===== src/rtl/bpsk_segment_demod_pkg.sv =====
// Shared constants, reference-pattern helper and FSM state type for the BPSK segment demodulator.
// Latency: none (types and constant functions only).
// Backpressure: not applicable.
package demod_pkg;

  localparam int          SEG_COUNT_DEF  = 10;
  localparam logic [31:0] Q16_ONE        = 32'h0001_0000;
  localparam logic [31:0] Q16_MINUS_ONE  = 32'hFFFF_0000;

  // Output-side state: ACCUM has no result pending, HOLD presents a result.
  typedef enum logic {
    ACCUM = 1'b0,
    HOLD  = 1'b1
  } state_t;

  // Reference chip sign at segment index k: 1 means +1.0, 0 means -1.0.
  function automatic logic ref_sign(input int unsigned k);
    return ((k % 2) == 0);
  endfunction

endpackage


===== src/rtl/bpsk_segment_demod_if.sv =====
// Sample-in / result-out handshake bundle of the segment demodulator.
// Latency: none (wiring only).
// Backpressure: in_ready gates samples, out_ready drains results.
interface bpsk_segment_demod_if
  import demod_pkg::*;
#(
  parameter int DATA_W = 32,
  parameter int ACC_W  = DATA_W + $clog2(SEG_COUNT_DEF) + 1
);

  logic signed [DATA_W-1:0] in_sample;
  logic                     in_valid;
  logic                     in_ready;
  logic                     align;
  logic                     out_bit;
  logic signed [ACC_W-1:0]  out_metric;
  logic                     out_valid;
  logic                     out_ready;

  // Sample source / result sink side.
  modport master (
    output in_sample, in_valid, align, out_ready,
    input  in_ready, out_bit, out_metric, out_valid
  );

  // Demodulator side.
  modport slave (
    input  in_sample, in_valid, align, out_ready,
    output in_ready, out_bit, out_metric, out_valid
  );

endinterface


===== src/rtl/bpsk_segment_demod_correlator.sv =====
// Running correlation of segment samples against the alternating +1/-1 reference.
// Latency: sum_next/done are combinational from the accepted sample; state updates on the next edge.
// Backpressure: none internally; the caller only asserts i_take for accepted samples.
module segment_correlator
  import demod_pkg::*;
#(
  parameter int SEG_COUNT = SEG_COUNT_DEF,
  parameter int DATA_W    = 32,
  parameter int ACC_W     = DATA_W + $clog2(SEG_COUNT) + 1
) (
  input  logic                     clk,
  input  logic                     reset,
  input  logic signed [DATA_W-1:0] i_sample,
  input  logic                     i_take,
  input  logic                     i_align,
  output logic signed [ACC_W-1:0]  o_sum_next,
  output logic                     o_done,
  output logic                     o_last
);

  localparam int                 CNT_W    = $clog2(SEG_COUNT);
  localparam logic [CNT_W-1:0]   LAST_IDX = CNT_W'(SEG_COUNT - 1);

  logic [CNT_W-1:0]        r_cnt;
  logic signed [ACC_W-1:0] r_acc;
  logic [CNT_W-1:0]        w_k;
  logic signed [ACC_W-1:0] w_base;
  logic signed [ACC_W-1:0] w_sext;
  logic signed [ACC_W-1:0] w_term;
  logic signed [ACC_W-1:0] w_sum;

  // Effective index/base: align makes the current sample k=0 of a fresh symbol.
  always_comb begin
    w_k    = i_align ? '0 : r_cnt;
    w_base = i_align ? '0 : r_acc;
    w_sext = {{(ACC_W-DATA_W){i_sample[DATA_W-1]}}, i_sample};
    // The extra accumulator bit lets the most negative sample negate exactly.
    w_term = ref_sign(32'(w_k)) ? w_sext : -w_sext;
    w_sum  = w_base + w_term;
  end

  assign o_sum_next = w_sum;
  assign o_done     = i_take && (w_k == LAST_IDX);
  assign o_last     = (r_cnt == LAST_IDX);

  // Index and accumulator: advance per accepted sample, clear on completion or bare align.
  always_ff @(posedge clk) begin
    if (reset) begin
      r_cnt <= '0;
      r_acc <= '0;
    end else if (i_take) begin
      if (o_done) begin
        r_cnt <= '0;
        r_acc <= '0;
      end else begin
        r_cnt <= w_k + 1'b1;
        r_acc <= w_sum;
      end
    end else if (i_align) begin
      r_cnt <= '0;
      r_acc <= '0;
    end
  end

endmodule


===== src/rtl/bpsk_segment_demod.sv =====
// Per-symbol BPSK hard decision and soft metric from SEG_COUNT Q16.16 segment samples.
// Latency: result valid the cycle after the last sample of a symbol is accepted.
// Backpressure: only the last sample of a symbol stalls while an undrained result is held.
module bpsk_segment_demod
  import demod_pkg::*;
#(
  parameter int SEG_COUNT = SEG_COUNT_DEF,
  parameter int DATA_W    = 32,
  parameter int ACC_W     = DATA_W + $clog2(SEG_COUNT) + 1
) (
  input  logic                    clk,
  input  logic                    reset,
  bpsk_segment_demod_if.slave     bus
);

  state_t                  r_state;
  state_t                  w_state_nxt;
  logic signed [ACC_W-1:0] r_metric;
  logic                    r_bit;

  logic                    w_in_ready;
  logic                    w_take;
  logic signed [ACC_W-1:0] w_sum_next;
  logic                    w_done;
  logic                    w_last;
  logic                    w_sum_pos;

  segment_correlator #(
    .SEG_COUNT (SEG_COUNT),
    .DATA_W    (DATA_W),
    .ACC_W     (ACC_W)
  ) u_corr (
    .clk        (clk),
    .reset      (reset),
    .i_sample   (bus.in_sample),
    .i_take     (w_take),
    .i_align    (bus.align),
    .o_sum_next (w_sum_next),
    .o_done     (w_done),
    .o_last     (w_last)
  );

  // Stall only a completing sample whose result slot is still occupied; no in_valid dependence.
  assign w_in_ready = !(w_last && (r_state == HOLD) && !bus.out_ready);
  assign w_take     = bus.in_valid && w_in_ready;
  // Strictly positive sum decides 1; a zero sum resolves to 0.
  assign w_sum_pos  = !w_sum_next[ACC_W-1] && (w_sum_next != '0);

  assign bus.in_ready   = w_in_ready;
  assign bus.out_valid  = (r_state == HOLD);
  assign bus.out_metric = r_metric;
  assign bus.out_bit    = r_bit;

  // State register.
  always_ff @(posedge clk) begin
    if (reset) begin
      r_state <= ACCUM;
    end else begin
      r_state <= w_state_nxt;
    end
  end

  // Next state: completion loads a result; a drain without a new completion empties the slot.
  always_comb begin
    w_state_nxt = r_state;
    case (r_state)
      ACCUM: if (w_done) w_state_nxt = HOLD;
      HOLD:  if (bus.out_ready && !w_done) w_state_nxt = ACCUM;
      default: w_state_nxt = ACCUM;
    endcase
  end

  // Result register: loads only on symbol completion, so it is stable while held.
  always_ff @(posedge clk) begin
    if (reset) begin
      r_metric <= '0;
      r_bit    <= 1'b0;
    end else if (w_done) begin
      r_metric <= w_sum_next;
      r_bit    <= w_sum_pos;
    end
  end

endmodule


===== src/flat_wrapper.sv =====
// flat-port wrapper written by rule: the top's interface ports become plain ports
module bpsk_segment_demod_flat import demod_pkg::*;
#(
  parameter int SEG_COUNT = SEG_COUNT_DEF,
  parameter int DATA_W    = 32,
  parameter int ACC_W     = DATA_W + $clog2(SEG_COUNT) + 1
)
  (clk, reset, bus_in_sample, bus_in_valid, bus_align, bus_out_ready, bus_in_ready, bus_out_bit, bus_out_metric, bus_out_valid);
  bpsk_segment_demod_if #(.DATA_W(DATA_W), .ACC_W(ACC_W)) bus_i ();
  input  logic clk;
  input  logic reset;
  input wire logic [$bits(bus_i.in_sample)-1:0] bus_in_sample;
  input wire logic [$bits(bus_i.in_valid)-1:0] bus_in_valid;
  input wire logic [$bits(bus_i.align)-1:0] bus_align;
  input wire logic [$bits(bus_i.out_ready)-1:0] bus_out_ready;
  output wire logic [$bits(bus_i.in_ready)-1:0] bus_in_ready;
  output wire logic [$bits(bus_i.out_bit)-1:0] bus_out_bit;
  output wire logic [$bits(bus_i.out_metric)-1:0] bus_out_metric;
  output wire logic [$bits(bus_i.out_valid)-1:0] bus_out_valid;
  assign bus_i.in_sample = bus_in_sample;
  assign bus_i.in_valid = bus_in_valid;
  assign bus_i.align = bus_align;
  assign bus_i.out_ready = bus_out_ready;
  assign bus_in_ready = bus_i.in_ready;
  assign bus_out_bit = bus_i.out_bit;
  assign bus_out_metric = bus_i.out_metric;
  assign bus_out_valid = bus_i.out_valid;
  bpsk_segment_demod #(.SEG_COUNT(SEG_COUNT), .DATA_W(DATA_W), .ACC_W(ACC_W)) u_core (.clk(clk), .reset(reset), .bus(bus_i));
endmodule

===== config.mk =====
export PLATFORM = sky130hd
export DESIGN_NAME = bpsk_segment_demod_flat
export DESIGN_NICKNAME = d
export VERILOG_FILES = /design/src/rtl/bpsk_segment_demod_pkg.sv /design/src/rtl/bpsk_segment_demod_if.sv /design/src/rtl/bpsk_segment_demod_correlator.sv /design/src/rtl/bpsk_segment_demod.sv /design/src/flat_wrapper.sv
export SDC_FILE = /design/constraint.sdc
export NUM_CORES = 1
export LEC_CHECK = 0
export ABC_CLOCK_PERIOD_IN_PS = 7100
export CAP_MARGIN = 25
export CORE_MARGIN = 2
export CORE_UTILIZATION = 46
export CTS_CLUSTER_SIZE = 28
export DETAILED_ROUTE_END_ITERATION = 7
export PLACE_DENSITY = 0.72
export SYNTH_ARGS = -nofsm -noshare
export SYNTH_HDL_FRONTEND = slang
export SYNTH_SLANG_ARGS = --single-unit

===== constraint.sdc =====
create_clock -name clk -period 7.1 [get_ports clk]
set_clock_uncertainty 0.2 [all_clocks]
set_input_delay 1.42 -clock clk [delete_from_list [all_inputs] [get_ports clk]]
set_output_delay 1.42 -clock clk [all_outputs]
set_load 0.01 [all_outputs]

# Yosys cells after proc, flatten, opt, wreduce, memory -nomap -nowiden
# Cells that the tools add are included.
# totals
inputBits,37
elab_cells,33
output_inout_bits,40
reg_bits,80
# classes
muxes,10
add_sub_neg,3
reduce_logical,12
n_eq_ne,2
n_bitwise,1
# op_table
cell,n
$mux 37,4
$add 37x37->37,1
$neg 32->37,1
$reduce_bool 37->1,1
$logic_not 32->1,1
$mux 4,3
$eq 4x4->1 const B,2
$logic_and 1x1->1,6
$add 4x1->4 const B,1
$logic_not 1->1,4
$mux 1,2
$pmux 1 s2,1
$not 1->1,1

# Depth between registers and ports, before layout
# logic_depth
depth_word,10
ltp_mapped,21

# Cells and area by module
# From an unflattened synthesis, not the netlist that was laid out.
# hier_totals
cells_unflattened,703
hier_area_um2,5830.6
# modules_own_cells
module,area_each_um2,instances,cells_per_inst
segment_correlator,4356.7,1,560
bpsk_segment_demod,1473.9,1,143

# Worst setup path after synthesis
# Ideal clock, no wire load.
# synth_timing
path_kind,input to register
start,input port bus_in_sample[6]
end,register u_core.r_bit (netlist: u_core.bus.out_bit)
stages,17
required_ns,6.773
slack_ns,1.027
setup_time_ns,0.127
t_arrival_ns,5.746
path_buffers,1
cell_sequence,or4_4 > or3_2 > or2_2 > nor4_1 > nand3b_1 > o31ai_1 > xnor2_1 > ha_1 > clkbuf_1 > a21o_1 > a21o_1 > a21o_1 > a21o_1 > or4_1 > and3_1 > nor4b_1 > a21oi_1
# synth_between
elab_chain_len,5
# synth_lines
element,line_no,source
start: declaration,flat_wrapper.sv:12,input wire logic [$bits(bus_i.in_sample)-1:0] bus_in_sample;
$neg 32->37,bpsk_segment_demod_correlator.sv:38,w_term = ref_sign(32'(w_k)) ? w_sext : -w_sext;
$mux 37 *,bpsk_segment_demod_correlator.sv:38,
$add 37x37->37 *,bpsk_segment_demod_correlator.sv:39,w_sum = w_base + w_term;
$reduce_bool 37->1 or $logic_not 1->1 (tied branches),bpsk_segment_demod.sv:47,assign w_sum_pos = !w_sum_next[ACC_W-1] && (w_sum_next != '0);
$logic_and 1x1->1 *,bpsk_segment_demod.sv:47,
end signal: assignment,bpsk_segment_demod.sv:80,r_bit <= w_sum_pos;
end: declaration,bpsk_segment_demod.sv:19,logic r_bit;
# Every way passes the cells marked *; elsewhere a longest branch is shown, timed or not.
# A chain may end at the register's enable or synchronous reset.

# Final worst setup path
# layout_timing
start,input port bus_in_sample[2]
end,register u_core.r_bit (netlist: u_core.bus.out_bit)
# Same word-level chain as after synthesis.

==> summary.txt <==
Floorplan
  – Initial Util: 0.467
  – Num rows: 43
  – Die height: 122 um
  – Die footprint: 14900 sq um
  – Io pins: 77
  – Core area: 13700 sq um
  – Chip Width: 122 um

Synth
  – Synth unique cells: 72
  – Syn Area/Cell: 7.36 sq um
  – Largest family of logic cells by synthesized area: simple AND/OR/NAND/NOR gates
  – Yosys top cell area share: 0.250
  – Synth warnings: 0
  – Synth Area in Simple Gates: 0.286
  – Ys flop type: dfxtp_1
  – Synth top area cells: dfxtp_1 25%, ha_1 9.2%, nand2_1 7.6%
  – EDFF count, synth: 0
  – Post-Synth XOR/XNOR Area: 0.0670
  – Most instantiated cells after synthesis: 129 x nand2_1, 92 x a21oi_1, 87 x nor2_1, 80 x dfxtp_1, 47 x ha_1
  – Net count after synthesis: 955
  – Post-synthesis mux area share: 0.00644
  – Post-synthesis cell area: 6410 sq um
  – Compound-gate portion of the synthesized area: 0.257
  – Syn Inst Count: 870
  – Area leader, netlist: dfxtp_1
  – Synth Area in Adders: 0.0949
  – Ys async rst share: 0
  – Synthesis-stage register bit count: 80
  – Register area share after synthesis: 0.250
  – Most common cell in the netlist: nand2_1

STA
  – Slew margin rel.: 0.374
  – Final Max Tran Viols: 0
  – FMAX: 150 MHz
  – Min Hold Slack: 251 ps
  – Worst-Margin Slew: 927 ps
  – Fin crit share: 0.936
  – Final Hold Viols: 0
  – Crit path time final: 6650 ps
  – RSZ-0062 raised after global routing: false
  – Post-route setup TNS: 0 ps
  – Setup violators final: 0

CTS
  – H-Tree Level Count: 3
  – Clk sink count: 80
  – Clock Pin Slew Worst Setup and Hold Paths: 70 ps
  – # hold bufs at CTS: 0
  – PostCTS Resize Cnt: 0
  – CTS Buf Count: 9
  – CTS max path bufs: 2
  – Clock latency on the worst-skew pair: 360 ps
  – Buffer count from post-CTS setup fixing: 0
  – CTS tree: yes
  – Root buf cell: clkbuf_16

Critical path
  – Worst endpoint data arrival time: 6690 ps
  – CP max-delay cell: or4_1
  – Setup CP Type: primary input to register
  – Largest fanout on the critical path: 5
  – Crit-path max cell delay: 590 ps
  – CP Launch Type: primary input
  – CP required: 7140 ps
  – R2R depth: 15
  – Worst Setup End Kind: register
  – CP Cell Sequence: clkdlybuf4s50_1 > or4_1 > or3_2 > or2_2 > nor4_1 > buf_4 > nor2_1 > xnor2_1 > ha_1 > nand2_1 > nor2_1 > a2111oi_0 > a21oi_1 > xnor2_1 > o221ai_1 > nor4_1 > buf_4 > nand4_1 > nor4b_1 > a21oi_1

Global routing
  – First-pass GRT wire length: 30000 um
  – Vias in the first global route: 5755
  – Global route total overflow: 0
  – Initial antenna violation count: 0
  – GRT Overall Usage: 0.257
  – Largest net degree at the start of global routing: 44

Routing
  – Wire length per cell: 17.3 um
  – Drt drc: 0
  – Post-DRT Antenna Nets: 0
  – Routed vias: 6519
  – 1st-iter DRT viols: 549
  – Routed wire length: 19200 um
  – Vias per cell: 5.87
  – Drt first pass iters: 5

Layout
  – Number of diodes: 0
  – Area Overhead vs Synth: 19.1%
  – Multi-input logic area: 4560 sq um
  – Fill cell count: 1330
  – Register area: 1600 sq um
  – Nets: 1011
  – Proportion of layout cells with a drive suffix above 1: 0.0526

Power
  – NetSw: 465 uW
  – Leak: 0.00305 uW
  – Sequential power share: 0.344
  – Comb pwr share: 0.294
  – Int Power: 901 uW
  – Net Sw Frac: 0.340
  – Cell area power density: 179 nW/um^2
  – Clk pwr share: 0.362
  – Peak VDD IR: 0.113 mV

Min path
  – Hold path depth: 2
  – Worst Hold Class: register to register

Outcome
  – Outcome: finished clean

Placement
  – Input/output buffers: 76
  – DP HPWL: 14600 um
  – GP Congestion: 0.972

Flow run
  – Max-Cap Viols: 0
==> layout by cell type, fill, tap and decap left out, drive strengths merged, types with 8 or more instances in the layout <==
| master | instances |
|---|---|
| dfxtp | 80 |
| nor2b | 37 |
| clkdlybuf4s50 | 75 |
| nand2 | 129 |
| and3 | 14 |
| nand3 | 13 |
| o21ai | 38 |
| nor3 | 20 |
| clkbuf | 9 |
| a22oi | 33 |
| a21oi | 92 |
| o21a | 9 |
| and2 | 8 |
| xor2 | 15 |
| xnor2 | 34 |
| a21o | 19 |
| nor2 | 88 |
| or3 | 12 |
| a211oi | 9 |
| buf | 16 |
| ha | 47 |
| inv | 21 |
==> critical path, delay by kind of cell <==
kind	cells	cell delay, ps
xor gates and xnor gates	2	590
adders and majority gates	1	320
buffers and inverters	3	840
and+or+nand+nor	10	2550
AOI/OAI and AO/OA	4	990
==> sequential cells by signal (all words and copies together), names as in the netlist <==
register,cells
u_core.bus.out_bit,1
u_core.bus.out_metric,37
u_core.bus.out_valid,1
u_core.u_corr.r_acc,37
u_core.u_corr.r_cnt,4
==> power groups by stage <==
stage | logic, uW | registers (uW) | clock network (uW)
floorplan | 281 | 479 | 0
global placement | 393 | 480 | 0
detailed placement | 392 | 480 | 0
CTS | 394 | 470 | 502
global route | 441 | 472 | 516
finish | 402 | 470 | 494
==> path summary, 6_finish.rpt <==
kind                                           from                                endpoint  slack, ps
max reg2reg       u_core.u_corr.r_cnt[0]$_SDFF_PP0_         u_core.bus.out_bit$_SDFFE_PP0P_       2340
max                                bus_in_sample[2]         u_core.bus.out_bit$_SDFFE_PP0P_        450
min reg2reg  u_core.bus.out_metric[20]$_SDFFE_PP0P_  u_core.bus.out_metric[20]$_SDFFE_PP0P_        250
min          u_core.bus.out_metric[20]$_SDFFE_PP0P_  u_core.bus.out_metric[20]$_SDFFE_PP0P_        250
==> logic make-up after synthesis <==
logic type,after synthesis
adder cells (fa/ha/maj),48
XOR/XNOR,49
AND/OR/NAND/NOR,369
AO/OA/AOI/OAI,257
buffers and inverters,63
flip-flops,80
multiplexers,4
==> metal layers <==
layer	GRT usage	vias to the layer above	part of all wire
li1	-	3256	-
met3	0.0403	27	0.056
met1	0.357	3028	0.47
met4	0.0855	0	0.018
met5	0	-	0
met2	0.407	208	0.45
==> through the flow <==
stage / area [sq um] / total power, uW / setup slack [ps] / cells / utilization
2_1_floorplan: 6410 / 760 / 1030 / 870 / -
3_3_place_gp: 7320 / 873 / 108 / 1095 / 0.534
3_5_place_dp: 7320 / 872 / 167 / 1095 / 0.534
4_1_cts: 7630 / 1370 / 538 / 1111 / 0.556
5_1_grt: 7630 / 1430 / 149 / 1111 / 0.556
6_report: 7630 / 1370 / 452 / 1111 / 0.556
==> area by class of cell <==
| cell class | instances | area share |
|---|---|---|
| Multi-Input combinational cell | 727 | 0.598 |
| Clock inverter | 7 | 0.0110 |
| Inverter | 17 | 0.00836 |
| Tap cell | 180 | 0.0295 |
| Clock buffer | 9 | 0.0295 |
| Sequential cell | 80 | 0.210 |
| Timing Repair Buffer | 91 | 0.114 |
Note: power is estimated with default switching activity, not from simulation.
